--- src/rtl/fsm_cmd_pkg.sv ---
// Shared types and constants for the command driver that feeds the downstream control FSM.
package fsm_cmd_pkg;

  typedef enum logic [2:0] {
    S_IDLE  = 3'd0,
    S_DRIVE = 3'd1,
    S_WAIT  = 3'd2,
    S_RETRY = 3'd3,
    S_ERR   = 3'd4
  } state_t;

  localparam logic [1:0] ERR_NONE    = 2'b00;
  localparam logic [1:0] ERR_ILLEGAL = 2'b01;
  localparam logic [1:0] ERR_TIMEOUT = 2'b10;

  localparam logic [2:0] DEF_SAFE_CODE = 3'b000;

  function automatic logic code_is_legal(input logic [31:0] code, input int unsigned num_legal);
    return code < num_legal;
  endfunction

endpackage

--- src/rtl/fsm_cmd_timer.sv ---
// Saturating up-counter used to time out the echo wait; expired holds once LIMIT is reached.
module fsm_cmd_timer #(
  parameter int unsigned      WIDTH = 8,
  parameter logic [WIDTH-1:0] LIMIT = 8'd7
) (
  input  logic             clk,
  input  logic             rst,
  input  logic             clear,
  input  logic             load,
  input  logic [WIDTH-1:0] load_value,
  input  logic             en,
  output logic             expired
);

  logic [WIDTH-1:0] count_reg;

  // Counting stops at LIMIT (or above it after a large load), so the value never wraps.
  always_ff @(posedge clk or posedge rst) begin
    if (rst) begin
      count_reg <= '0;
    end else if (clear) begin
      count_reg <= '0;
    end else if (load) begin
      count_reg <= load_value;
    end else if (en && (count_reg < LIMIT)) begin
      count_reg <= count_reg + WIDTH'(1);
    end
  end

  assign expired = (count_reg >= LIMIT);

endmodule

--- src/rtl/fsm_cmd_driver.sv ---
// Initiator for the user-input command bus: drives a code, waits for the FSM echo,
// retries on timeout and reports done or a classified error.
module fsm_cmd_driver
  import fsm_cmd_pkg::*;
#(
  parameter int unsigned       CODE_W      = 3,
  parameter int unsigned       NUM_LEGAL   = 4,
  parameter int unsigned       TIMEOUT_CYC = 8,
  parameter int unsigned       MAX_RETRY   = 2,
  parameter logic [CODE_W-1:0] SAFE_CODE   = CODE_W'(DEF_SAFE_CODE)
) (
  input  logic              clk,
  input  logic              rst,
  input  logic              cmd_valid,
  input  logic [CODE_W-1:0] cmd_code,
  output logic              cmd_ready,
  output logic [CODE_W-1:0] user_input,
  input  logic [CODE_W-1:0] fsm_out,
  output logic              done,
  output logic              err,
  output logic [1:0]        err_code
);

  state_t            state_reg, state_next;
  logic [CODE_W-1:0] code_reg, code_next;
  logic [CODE_W-1:0] user_input_reg, user_input_next;
  logic [2:0]        retry_reg, retry_next;
  logic              cmd_ready_reg, cmd_ready_next;
  logic              done_reg, done_next;
  logic              err_reg, err_next;
  logic [1:0]        err_code_reg, err_code_next;
  logic              timer_clear, timer_en, timer_expired;

  fsm_cmd_timer #(
    .WIDTH (8),
    .LIMIT (8'(TIMEOUT_CYC - 1))
  ) u_timer (
    .clk        (clk),
    .rst        (rst),
    .clear      (timer_clear),
    .load       (1'b0),
    .load_value (8'd0),
    .en         (timer_en),
    .expired    (timer_expired)
  );

  always_ff @(posedge clk or posedge rst) begin
    if (rst) begin
      state_reg      <= S_IDLE;
      code_reg       <= SAFE_CODE;
      user_input_reg <= SAFE_CODE;
      retry_reg      <= '0;
      cmd_ready_reg  <= 1'b0;
      done_reg       <= 1'b0;
      err_reg        <= 1'b0;
      err_code_reg   <= ERR_NONE;
    end else begin
      state_reg      <= state_next;
      code_reg       <= code_next;
      user_input_reg <= user_input_next;
      retry_reg      <= retry_next;
      cmd_ready_reg  <= cmd_ready_next;
      done_reg       <= done_next;
      err_reg        <= err_next;
      err_code_reg   <= err_code_next;
    end
  end

  always_comb begin
    state_next      = state_reg;
    code_next       = code_reg;
    user_input_next = user_input_reg;
    retry_next      = retry_reg;
    done_next       = 1'b0;
    err_next        = 1'b0;
    err_code_next   = err_code_reg;
    timer_clear     = 1'b0;
    timer_en        = 1'b0;

    case (state_reg)
      S_IDLE: begin
        user_input_next = SAFE_CODE;
        if (cmd_valid && cmd_ready_reg) begin
          if (code_is_legal(32'(cmd_code), NUM_LEGAL)) begin
            code_next  = cmd_code;
            retry_next = '0;
            state_next = S_DRIVE;
          end else begin
            err_next      = 1'b1;
            err_code_next = ERR_ILLEGAL;
            state_next    = S_ERR;
          end
        end
      end
      S_DRIVE: begin
        user_input_next = code_reg;
        timer_clear     = 1'b1;
        state_next      = S_WAIT;
      end
      S_WAIT: begin
        timer_en = 1'b1;
        // An echo seen on the timeout cycle still counts as success.
        if (fsm_out == code_reg) begin
          done_next       = 1'b1;
          user_input_next = SAFE_CODE;
          state_next      = S_IDLE;
        end else if (timer_expired) begin
          if (retry_reg < 3'(MAX_RETRY)) begin
            retry_next = retry_reg + 3'd1;
            state_next = S_RETRY;
          end else begin
            err_next        = 1'b1;
            err_code_next   = ERR_TIMEOUT;
            user_input_next = SAFE_CODE;
            state_next      = S_ERR;
          end
        end
      end
      S_RETRY: begin
        // One safe-code cycle so the FSM sees a fresh transition on re-drive.
        user_input_next = SAFE_CODE;
        state_next      = S_DRIVE;
      end
      S_ERR: begin
        user_input_next = SAFE_CODE;
        state_next      = S_IDLE;
      end
      default: begin
        user_input_next = SAFE_CODE;
        state_next      = S_IDLE;
      end
    endcase

    cmd_ready_next = (state_next == S_IDLE);
  end

  assign cmd_ready  = cmd_ready_reg;
  assign user_input = user_input_reg;
  assign done       = done_reg;
  assign err        = err_reg;
  assign err_code   = err_code_reg;

endmodule

--- config.mk ---
export PLATFORM = sky130hd
export DESIGN_NAME = fsm_cmd_driver
export DESIGN_NICKNAME = d
export VERILOG_FILES = /design/src/rtl/fsm_cmd_pkg.sv /design/src/rtl/fsm_cmd_timer.sv /design/src/rtl/fsm_cmd_driver.sv
export SDC_FILE = /design/constraint.sdc
export NUM_CORES = 1
export LEC_CHECK = 0
export BUFFER_PORTS_ARGS = -buffer_cell sky130_fd_sc_hd__buf_2
export CAP_MARGIN = 25
export CORE_ASPECT_RATIO = 0.9
export CORE_MARGIN = 2
export CORE_UTILIZATION = 30
export CTS_CLUSTER_DIAMETER = 120
export DETAILED_ROUTE_END_ITERATION = 8
export PLACE_DENSITY = 0.48
export REMOVE_ABC_BUFFERS = 1
export SKIP_LAST_GASP = 1
export SLEW_MARGIN = 20
export SYNTH_ARGS = -nofsm -noshare
export SYNTH_HDL_FRONTEND = slang
export SYNTH_SLANG_ARGS = --single-unit
--- constraint.sdc ---
create_clock -name clk -period 2.15 [get_ports clk]
set_input_delay 0.215 -clock clk [delete_from_list [all_inputs] [get_ports clk]]
set_output_delay 0.215 -clock clk [all_outputs]
set_load 0.02 [all_outputs]
### Word-level counts from Yosys, hierarchy flattened

Index checks and enable logic that the tools add are counted.

* equal/unequal tests: 13
* magnitude comparators: 4
* add/subtract/negate cells: 2
* mux-type cells: 34
* reduce and logical (&&, ||, !) cells: 10

Operator list (number)
* 3-bit two-way mux: 13
* 8-bit two-way mux: 2
* 2-bit inequality test (second input constant): 7
* 3-bit case mux with 2 select lines: 2
* 3-bit case mux with 4 select lines: 1
* 6-bit AND reduction: 2
* 2-bit two-way mux: 5
* 1-bit two-way mux: 9
* 8-bit by 1-bit adder with 8-bit output (second input constant): 1
* 8-bit by 3-bit greater-or-equal comparator with 1-bit output (second input constant): 1
* 8-bit by 3-bit less-than comparator with 1-bit output (second input constant): 1
* 3-bit by 2-bit equality test with 1-bit output (second input constant): 2
* 3-bit zero test: 2
* 3-bit inequality test (second input constant): 2
* 2-bit case mux with 2 select lines: 1
* 2-bit nonzero test: 2
* 3-bit by 1-bit adder with 3-bit output (second input constant): 1
* 3-bit by 1-bit equality test with 1-bit output (second input constant): 1
* 3-bit equality test: 1
* 3-bit by 2-bit less-than comparator with 1-bit output (second input constant): 1
* 3-bit less-than comparator (second input constant): 1
* 3-bit AND reduction: 1
* 1-bit logical AND: 2
* 1-bit case mux with 2 select lines: 1
* 2-bit AND reduction: 1

* output and inout bits: 8
* input bits: 9
* bits in registers: 25
* word-level logic and storage cells: 72

### Depth between registers and ports, before layout

Gate-level depths: netlist (run 1).

* depth in word-level cells: 6
* depth in mapped cells: 6
* gate-level depth less buffers: 6

### Hierarchy

A second synthesis (run 1) with hierarchy kept.

* cells, all modules: 107
* area total of the unflattened synthesis: 1252.5 um^2

By module, submodules not included
* fsm_cmd_driver: seq. area each 425.4 um^2, area an instance 823.3 um^2, cells each 67, times used 1
* fsm_cmd_timer: seq. area each 200.2 um^2, area an instance 429.2 um^2, cells each 40, times used 1

### Worst setup path after synthesis (run 1)

OpenSTA, ideal clock, no wires.

* path kind: register to register
* start: register u_timer.count_reg[0]
* end: register retry_reg[1]
* library setup time: 125 ps
* cell stages (with the launch flop): 7
* setup slack: 580 ps
* period minus slack after synthesis: 1570 ps
* required time: 2025 ps
* arrival time: 1444 ps
* path through: dfrtp_1 -> ha_1 -> a21oi_1 -> nand2_1 -> nand2_2 -> a211o_1 -> mux2_4

* longest elaborated chain between the ends: 3

RTL lines
* from (decl): RTL line fsm_cmd_timer.sv:15 `logic [WIDTH-1:0] count_reg;`
* from (signal assigned): RTL line fsm_cmd_timer.sv:24 `count_reg <= load_value;`
* from (signal assigned): RTL line fsm_cmd_timer.sv:26 `count_reg <= count_reg + WIDTH'(1);`
* 8-bit by 3-bit greater-or-equal comparator with 1-bit output: RTL line fsm_cmd_timer.sv:30 `assign expired = (count_reg >= LIMIT);`
* 2-bit inequality test (no line)
* 6-bit AND reduction (no line)
* to (signal assigned): RTL line fsm_cmd_driver.sv:61 `retry_reg <= retry_next;`
* to (decl): RTL line fsm_cmd_driver.sv:27 `logic [2:0] retry_reg, retry_next;`

Every way passes these cells.
A chain may end at the register's enable or synchronous reset.

### Final worst setup path (run 1)

* start: register u_timer.count_reg[0]
* end: register cmd_ready_reg, in the netlist cmd_ready

* longest elaborated chain between the ends: 5

RTL lines
* 8-bit by 3-bit greater-or-equal comparator with 1-bit output: RTL line fsm_cmd_timer.sv:30
* 3-bit two-way mux: RTL line fsm_cmd_driver.sv:107 `end else if (timer_expired) begin`
* 3-bit two-way mux: RTL line fsm_cmd_driver.sv:103 `if (fsm_out == code_reg) begin`
* 3-bit case mux with 4 select lines: RTL line fsm_cmd_driver.sv:80 `case (state_reg)`
* via state_next[1]: RTL line fsm_cmd_driver.sv:24 `state_t state_reg, state_next;`
* 3-bit zero test: RTL line fsm_cmd_driver.sv:134 `cmd_ready_next = (state_next == S_IDLE);`
* via cmd_ready_next: RTL line fsm_cmd_driver.sv:28 `logic cmd_ready_reg, cmd_ready_next;`
* to (signal assigned): RTL line fsm_cmd_driver.sv:62 `cmd_ready_reg <= cmd_ready_next;`
* to (decl): RTL line fsm_cmd_driver.sv:28

The timed path passes the listed nets, and every way through them passes these cells.

==> results of run 1 <==
[final cells by class]
type                            count  area, um^2
Fill cell                         362        2150
Sequential cell                    25         626
Multi-Input combinational cell     60         425
Timing Repair Buffer               18        97.6
Tap cell                           44        55.1
Clock buffer                        3        41.3
Inverter                            2        7.51
Clock inverter                      1        5.00
[per-stage QoR]
stage                     utilization  instances
after floorplan                     -         87
after global placement          0.353        148
after detailed placement        0.353        148
after CTS                       0.369        153
after global routing            0.369        153
final                           0.369        153
[layout by cell type (no fill, tap or decap), types with 3 or more instances in the layout]
| master | count |
|---|---|
| dfrtp_1 | 25 |
| buf_2 | 16 |
| nor2_1 | 6 |
| nand2_1 | 6 |
| and2_1 | 5 |
| a21oi_1 | 5 |
| a22o_1 | 5 |
| mux2_2 | 4 |
| xnor2_1 | 3 |
| clkbuf_8 | 3 |
[cells in the mapped netlist, drive strengths merged]
library cell | count | area share
dfrtp | 25 | 0.59
a21oi | 7 | 0.040
nand2 | 7 | 0.027
nor2 | 7 | 0.027
a22o | 5 | 0.041
and2 | 5 | 0.029
mux2 | 5 | 0.056
xnor2 | 3 | 0.025
and3 | 2 | 0.012
ha | 2 | 0.023
inv | 2 | 0.0070
mux2i | 2 | 0.019
nand2b | 2 | 0.012
nor3 | 2 | 0.0094
o21ai | 2 | 0.0094
or2 | 2 | 0.012
a211o | 1 | 0.0082
a41oi | 1 | 0.0082
buf | 1 | 0.0047
clkbuf | 1 | 0.0035
nand3 | 1 | 0.0094
nand3b | 1 | 0.0070
nand4 | 1 | 0.0059
nor3b | 1 | 0.0070
nor4 | 1 | 0.012
[layer usage]
metal  wire (um)  vias up
met2         832       12
met4          15        0
met3          79        2
met1         920      329
met5           0        -
li1            -      350
[cells by family (layout without fill, tap and decap cells)]
logic type               after synthesis  after routing  share of synthesized area
AO/OA/AOI/OAI                         16             16                      0.107
AND/OR/NAND/NOR                       32             32                      0.169
flip-flops                            25             25                      0.586
buffers and inverters                  4             24                     0.0152
XOR/XNOR                               3              3                     0.0246
adder cells (fa/ha/maj)                2              2                     0.0234
multiplexers                           7              7                     0.0750
[worst max-delay path by stage]
stage	from	to	slack, ns	cells past startpoint
floorplan	u_timer.count_reg[0]$_DFFE_PP0P_	retry_reg[1]$_DFFE_PP0P_	0.58	6
global placement	u_timer.count_reg[0]$_DFFE_PP0P_	cmd_ready$_DFF_PP0_	0.34	6
detailed placement	u_timer.count_reg[0]$_DFFE_PP0P_	cmd_ready$_DFF_PP0_	0.39	6
CTS	u_timer.count_reg[0]$_DFFE_PP0P_	cmd_ready$_DFF_PP0_	0.37	6
global route	u_timer.count_reg[0]$_DFFE_PP0P_	cmd_ready$_DFF_PP0_	0.23	6
finish	u_timer.count_reg[0]$_DFFE_PP0P_	cmd_ready$_DFF_PP0_	0.40	6
[where the power goes]
group          internal [mW]  switching, mW  leakage [nW]
Clock                  0.129          0.140        0.0255
Combinational          0.220          0.299         0.264
Sequential             0.592          0.100         0.331
[timing repair]
action	CTS	global route
buffers inserted	0	0
endpoints found under the hold margin	25	0
hold buffers	1	0
==> reports/summary.txt, run 1 <==
outcome - completed
via count - 693
sequential share of the synthesized area - 0.586
IO Pins - 17
Worst Hold Margin - 0.183 ns
met2 Use GR - 0.161
hold depth - 2
PD cells - 1180 nW/um^2
per-cell routed wire length - 12.1 um
final hold violation count - 0
Tmin final - 1.75 ns
Final Setup Violations - 0
Crit. End Element - flop
DIE AREA - 4050 um^2
Max Slew Vio Count - 0
Initial Util - 0.314
Worst path most repeated cell - a21oi_1
Worst EP required - 2.29 ns
Core Region - 3400 um^2
peak supply drop - 0.516 mV
clk slew on worst S/H paths - 0.09 ns
CP Cell Sequence - ha_1, a21oi_1, a21oi_1, nor3b_1, or2_2, nor3_1
hold_sp - cmd_code[0]
setup ws final - 0.400 ns
CP bufs+invs - 0
RSZ-0062 raised after global routing - false
Worst EP arrival - 1.89 ns
CP Max Fanout - 4
Slew @ Worst Pin - 0.521 ns
post-synthesis cell type count - 29
die width - 66.9 um
startpoint types - flop
gr usage total - 0.106
Routed WL - 1.85 mm
Synth-to-Final Area Change - 17.8%
TNS Setup - 0 ns
CP delay by family, top - simple AND/OR/NAND/NOR gates
CTS sink count - 25
final net count - 121
fin crit share - 0.814
leakage - 0.621 nW
worst reg-to-reg setup slack - 0.40 ns
r2r startpoint - u_timer.count_reg[0]$_DFFE_PP0P_
HPWL Detailed - 1.35 mm
Hold Path Class - input port to flop
critical path class - flop to flop
DRC - 0
vias in the first global route - 690
warnings from Yosys - 0
post-CTS resize count - 0
Worst Clk Skew - 0.00666 ns
Worst Reg-to-Reg Cells - 6
Most Used Layer, Global Route - met2
Global Route met3 Usage - 0.0371
post-synthesis cell area - 1070 um^2
routed vias/inst - 4.53
Row Count - 20
Ant. Diodes - 0
f_max - 572 MHz
worst reg2reg endpoint - cmd_ready$_DFF_PP0_
initial antenna violation count - 0
cts bufs inserted - 3
Die Ht - 60.6 um
number of flip-flops in the largest register - 8
Clock Path Buffers - 2
Slew HR - 0.652
CTS tree - done
Avg Synthesized Cell Area - 12.0 um^2
DP Worst Slack - 0.390 ns
Initial DRC Count - 9
ANT nets after route - 0
Pre-antenna DRT Iters - 4
#FFs+latches synth - 25
Slowest cell on crit path - nor3b_1
CTS H-tree depth - 1
worst hold endpoint - code_reg[0]$_DFFE_PP0P_
slowest stage delay, CP - 0.46 ns
layout cells sized above 1 - 0.312
Port Buffers - 16
Post-DP Area - 1200 um^2
grt total ovfl - 0
synthesized netlist cell count - 89
clk root buf - clkbuf_8
global-route wire length before repair - 3.17 mm
max_cap viols - 0
M1 GR Usage - 0.143
pin count of the biggest net entering global routing - 26
fin area - 1260 um^2
Skew-Pair Late Insertion Delay - 0.26 ns
Pwr Total - 1.48 mW
global placement routability congestion - 0.774
Note: power is estimated with default switching activity, not from simulation.
==> run 2, diff against run 1 <==
Settings changed: ABC_AREA set to 1, PLACE_DENSITY 0.48 to 0.47.
Clock period 2.15 ns to 1.72 ns, I/O delays scaled along.
==> reports/summary.txt, run 2 <==
ys async rst share - 1.00
outcome - completed
pin count of the biggest net entering global routing - 26
CP bufs+invs - 0
Port Buffers - 16
DIE AREA - 4660 um^2
CTS sink count - 25
f_max - 655 MHz
FF+latch area - 626 um^2
grt total ovfl - 0
Slowest cell on crit path - dfrtp_1
Skew-Pair Late Insertion Delay - 0.26 ns
Worst EP required - 1.92 ns
Pre-antenna DRT Iters - 4
slowest stage delay, CP - 0.42 ns
cell taking the most area after synthesis - dfrtp_1
per-cell routed wire length - 11.6 um
Initial DRC Count - 47
cts bufs inserted - 3
TNS Setup - 0 ns
Routed WL - 2.39 mm
Clock Path Buffers - 2
post-synthesis cell area - 1240 um^2
CTS H-tree depth - 1
top-count cell post-synth - nand2_1
DRC - 0
number of flip-flops in the largest register - 8
combinational share of power - 0.466
critical path class - flop to flop
Slew @ Worst Pin - 0.361 ns
post-synth top area share - 0.505
layout cells sized above 1 - 0.270
Core Region - 4020 um^2
fin area - 1440 um^2
PD cells - 1570 nW/um^2
CP delay by family, top - simple AND/OR/NAND/NOR gates
CTS tree - done
CP Cell Sequence - ha_1, nand2_1, nand2_1, nor2_4, nand2_4, o21ai_2, nor2_4, nand2_2, nand2_1, nand2_1
switching component of the power - 0.985 mW
post-CTS resize count - 0
most frequent cells in the layout - nand2_1 (28), dfrtp_1 (25), inv_1 (20)
Slew HR - 0.758
ANT nets after route - 0
die width - 71.8 um
post-synthesis cell type count - 28
Die Ht - 65.0 um
Max Slew Vio Count - 0
Worst Reg-to-Reg Cells - 10
Sequential Power Share - 0.385
via count - 927
final hold violation count - 0
Initial Util - 0.309
CTS Hold Bufs - 1
leakage - 0.791 nW
IO Pins - 17
peak supply drop - 0.751 mV
Crit. End Element - flop
fin crit share - 0.888
Sw Share - 0.434
Synth-to-Final Area Change - 16.3%
Worst path most repeated cell - nand2_1
Final Setup Violations - 0
global placement routability congestion - 0.765
HPWL Detailed - 1.85 mm
Clock power frac - 0.150
Tmin final - 1.53 ns
sequential share of the synthesized area - 0.505
Post-DP Area - 1390 um^2
Worst EP arrival - 1.73 ns
global-route wire length before repair - 4.38 mm
Critical Path Stages - 10
CP Max Fanout - 6
final net count - 171
clk root buf - clkbuf_8
Avg Synthesized Cell Area - 9.12 um^2
fill count - 430
setup bufs post-CTS - 0
Primary FF master, synth - dfrtp_1
Post-synth EDFFs - 0
commonest non-fill, non-tap cell in the layout - nand2_1
Worst Clk Skew - 0.00464 ns
routed vias/inst - 4.48
initial antenna violation count - 0
clk slew on worst S/H paths - 0.08 ns
#FFs+latches synth - 25
Hold Path Class - input port to flop
Cell Int Power - 1.29 mW
gr usage total - 0.122
Multi-input gate area - 509 um^2
warnings from Yosys - 0
Synth top cells by count - nand2_1 (28), dfrtp_1 (25), inv_1 (20), nor2_1 (11), nand3_1 (10)
vias in the first global route - 931
hold depth - 3
Row Count - 22
Ant. Diodes - 0
startpoint types - flop
synthesized netlist cell count - 136
top cells by area, synth - dfrtp_1 (50%), nand2_1 (8.5%), inv_1 (6.1%)
max_cap viols - 0
RSZ-0062 raised after global routing - false
==> run 2: layout make-up <==
| cell class | instances | share of cell area |
|---|---|---|
| clock buffers | 4 | 0.0312 |
| inverters | 24 | 0.0624 |
| multi-input cells | 86 | 0.353 |
| flip-flops and latches | 25 | 0.434 |
| well taps | 48 | 0.0416 |
| repair buffers | 20 | 0.0781 |
==> run 2: metal layers <==
layer  part of all wire  GRT usage
met4             0.0075     0.0354
met3              0.023     0.0342
met5                  0          0
met1               0.49      0.162
met2               0.48      0.194
==> run 2: power by group through the flow <==
stage,Sequential (mW),Combinational (mW),Clock (mW)
finish,0.873,1.06,0.340
CTS,0.873,1.08,0.367
floorplan,0.940,0.739,0
global placement,0.879,1.05,0
global route,0.892,1.19,0.397
detailed placement,0.884,1.07,0
==> run 2: worst min-delay path: cells and delay by family <==
family	cells	cell delay, ns
buffers and inverters	1	0.08
and+or+nand+nor	1	0.04
AOI/OAI and AO/OA	1	0.11
==> run 2: through the flow <==
step	setup WS [ns]	util	std cells	hold WS, ns	total power [mW]
4_1_cts	0.172	0.359	207	0.162	2.32
3_5_place_dp	0.195	0.345	202	0.245	1.96
5_1_grt	0.0499	0.359	207	0.183	2.48
6_report	0.192	0.359	207	0.167	2.27
2_1_floorplan	0.346	-	135	0.199	1.68
3_3_place_gp	0.239	0.345	202	0.243	1.93
==> run 2: path summary, 6_finish.rpt <==
check	to	start	slack, ns
min reg2reg	user_input[0]$_DFFE_PP0P_	user_input[0]$_DFFE_PP0P_	0.49
min	code_reg[0]$_DFFE_PP0P_	cmd_code[0]	0.17
max reg2reg	retry_reg[1]$_DFFE_PP0P_	u_timer.count_reg[0]$_DFFE_PP0P_	0.19
min in group asynchronous	user_input[0]$_DFFE_PP0P_	rst	0.49
max in group asynchronous	err_code[0]$_DFFE_PP0P_	rst	0.98
max	retry_reg[1]$_DFFE_PP0P_	u_timer.count_reg[0]$_DFFE_PP0P_	0.19
==> run 2: cell families after synthesis <==
family	Yosys count	synth area share
xor+xnor	2	0.0202
buf+inv	25	0.0848
flops	25	0.505
compound gates	15	0.0737
fa+ha+maj	2	0.0202
simple gates	67	0.297
==> run 3, diff against run 2 <==
Settings changed: MAX_ROUTING_LAYER set to met4.
==> reports/summary.txt, run 3 (same netlist as run 2, synthesis figures left out) <==
global placement routability congestion - 0.775
pin count of the biggest net entering global routing - 26
Hold Path Class - input port to flop
outcome - completed
max_cap viols - 0
number of flip-flops in the largest register - 8
Pwr Total - 2.27 mW
clk root buf - clkbuf_8
Core Region - 4020 um^2
setup ws final - 0.192 ns
grt total ovfl - 0
TNS Setup - 0 ns
final hold violation count - 0
CTS sink count - 25
cts bufs inserted - 3
Slowest cell on crit path - dfrtp_1
peak supply drop - 0.751 mV
commonest non-fill, non-tap cell in the layout - nand2_1
Die Ht - 65.0 um
Final Setup Violations - 0
DRC - 0
DP Worst Slack - 0.195 ns
Initial DRC Count - 48
setup bufs post-CTS - 0
hold_sp - cmd_code[0]
DIE AREA - 4660 um^2
Routed WL - 2.40 mm
Sw Share - 0.434
Crit. End Element - flop
CTS tree - done
Skew-Pair Late Insertion Delay - 0.26 ns
initial antenna violation count - 0
Pre-antenna DRT Iters - 4
Tmin final - 1.53 ns
RSZ-0062 raised after global routing - false
r2r startpoint - u_timer.count_reg[0]$_DFFE_PP0P_
f_max - 655 MHz
Synth-to-Final Area Change - 16.3%
via count - 926
clk slew on worst S/H paths - 0.08 ns
die width - 71.8 um
global-route wire length before repair - 4.38 mm
switching component of the power - 0.985 mW
Worst EP required - 1.92 ns
Sequential Power Share - 0.385
ANT nets after route - 0
CP Max Fanout - 6
layout cells sized above 1 - 0.270
per-cell routed wire length - 11.6 um
most frequent cells in the layout - nand2_1 (28), dfrtp_1 (25), inv_1 (20)
PD cells - 1570 nW/um^2
Clock power frac - 0.150
Worst EP arrival - 1.73 ns
IO Pins - 17
worst hold endpoint - code_reg[0]$_DFFE_PP0P_
final net count - 171
critical path startpoint - u_timer.count_reg[0]$_DFFE_PP0P_
slowest stage delay, CP - 0.42 ns
gr usage total - 0.126
Row Count - 22
Worst Reg-to-Reg Cells - 10
Ant. Diodes - 0
Port Buffers - 16
CP delay by family, top - simple AND/OR/NAND/NOR gates
fill count - 430
worst reg-to-reg setup slack - 0.19 ns
worst reg2reg endpoint - retry_reg[1]$_DFFE_PP0P_
CTS H-tree depth - 1
critical path class - flop to flop
combinational share of power - 0.466
CP bufs+invs - 0
Worst Clk Skew - 0.00418 ns
HPWL Detailed - 1.85 mm
Slew HR - 0.758
Initial Util - 0.309
startpoint types - flop
vias in the first global route - 931
Clock Path Buffers - 2
leakage - 0.791 nW
Max Slew Vio Count - 0
routed vias/inst - 4.47
Slew @ Worst Pin - 0.361 ns
CP Cell Sequence - ha_1, nand2_1, nand2_1, nor2_4, nand2_4, o21ai_2, nor2_4, nand2_2, nand2_1, nand2_1
Cell Int Power - 1.29 mW
fin crit share - 0.888
Worst path most repeated cell - nand2_1
hold depth - 3
run 3: cell counts in the layout (fill, tap and decap cells not counted):
No cell type changed its count.
run 3: worst register-to-register path, delay by kind of cell (launching register included):
family / cells / cell delay [ns]
DFF: 1 / 0.42
AOI/OAI and AO/OA: 1 / 0.09
adders and majority gates: 1 / 0.23
and+or+nand+nor: 8 / 0.74
run 3: worst max path at each step:
stage / end / cells after the start
after floorplan: retry_reg[1]$_DFFE_PP0P_ / 9
after global placement: retry_reg[1]$_DFFE_PP0P_ / 8
after detailed placement: retry_reg[1]$_DFFE_PP0P_ / 10
after CTS: retry_reg[1]$_DFFE_PP0P_ / 10
after global routing: u_timer.count_reg[3]$_DFFE_PP0P_ / 8
final: retry_reg[1]$_DFFE_PP0P_ / 10
run 3: cell type report:
type	instances	area (um^2)	share of cell area
clock buffer	4	45.0	0.0312
inverter	24	90.1	0.0624
multi-input combinational	86	509	0.353
sequential	25	626	0.434
timing repair buffer	20	113	0.0781
tap	48	60.1	0.0416
run 3: repair_timing:
| action | in CTS | in global routing |
|---|---|---|
| endpoints found under the hold margin | 25 | 0 |
| resized for setup | 0 | 0 |
| hold buffers | 1 | 0 |
run 3: metrics by stage:
stage / hold WS, ns / area (um^2) / instances / util
finish: 0.167 / 1440 / 207 / 0.359
global route: 0.183 / 1440 / 207 / 0.359
CTS: 0.162 / 1440 / 207 / 0.359
detailed placement: 0.245 / 1390 / 202 / 0.345
global placement: 0.243 / 1390 / 202 / 0.345
floorplan: 0.199 / 1220 / 135 / -
run 3: metal layers:
| layer | GRT usage | up-vias | wire (um) |
|---|---|---|---|
| met1 | 0.162 | 444 | 1170 |
| met3 | 0.0342 | 2 | 54 |
| li1 | - | 471 | - |
| met2 | 0.194 | 9 | 1160 |
| met5 | - | - | 0 |
| met4 | 0.0354 | 0 | 18 |
run 3: power by group through the flow:
stage / Clock [mW] / Sequential (mW) / Combinational [mW]
2_1_floorplan: 0 / 0.940 / 0.739
3_3_place_gp: 0 / 0.879 / 1.05
3_5_place_dp: 0 / 0.884 / 1.07
4_1_cts: 0.367 / 0.873 / 1.08
5_1_grt: 0.397 / 0.892 / 1.19
6_report: 0.340 / 0.873 / 1.06
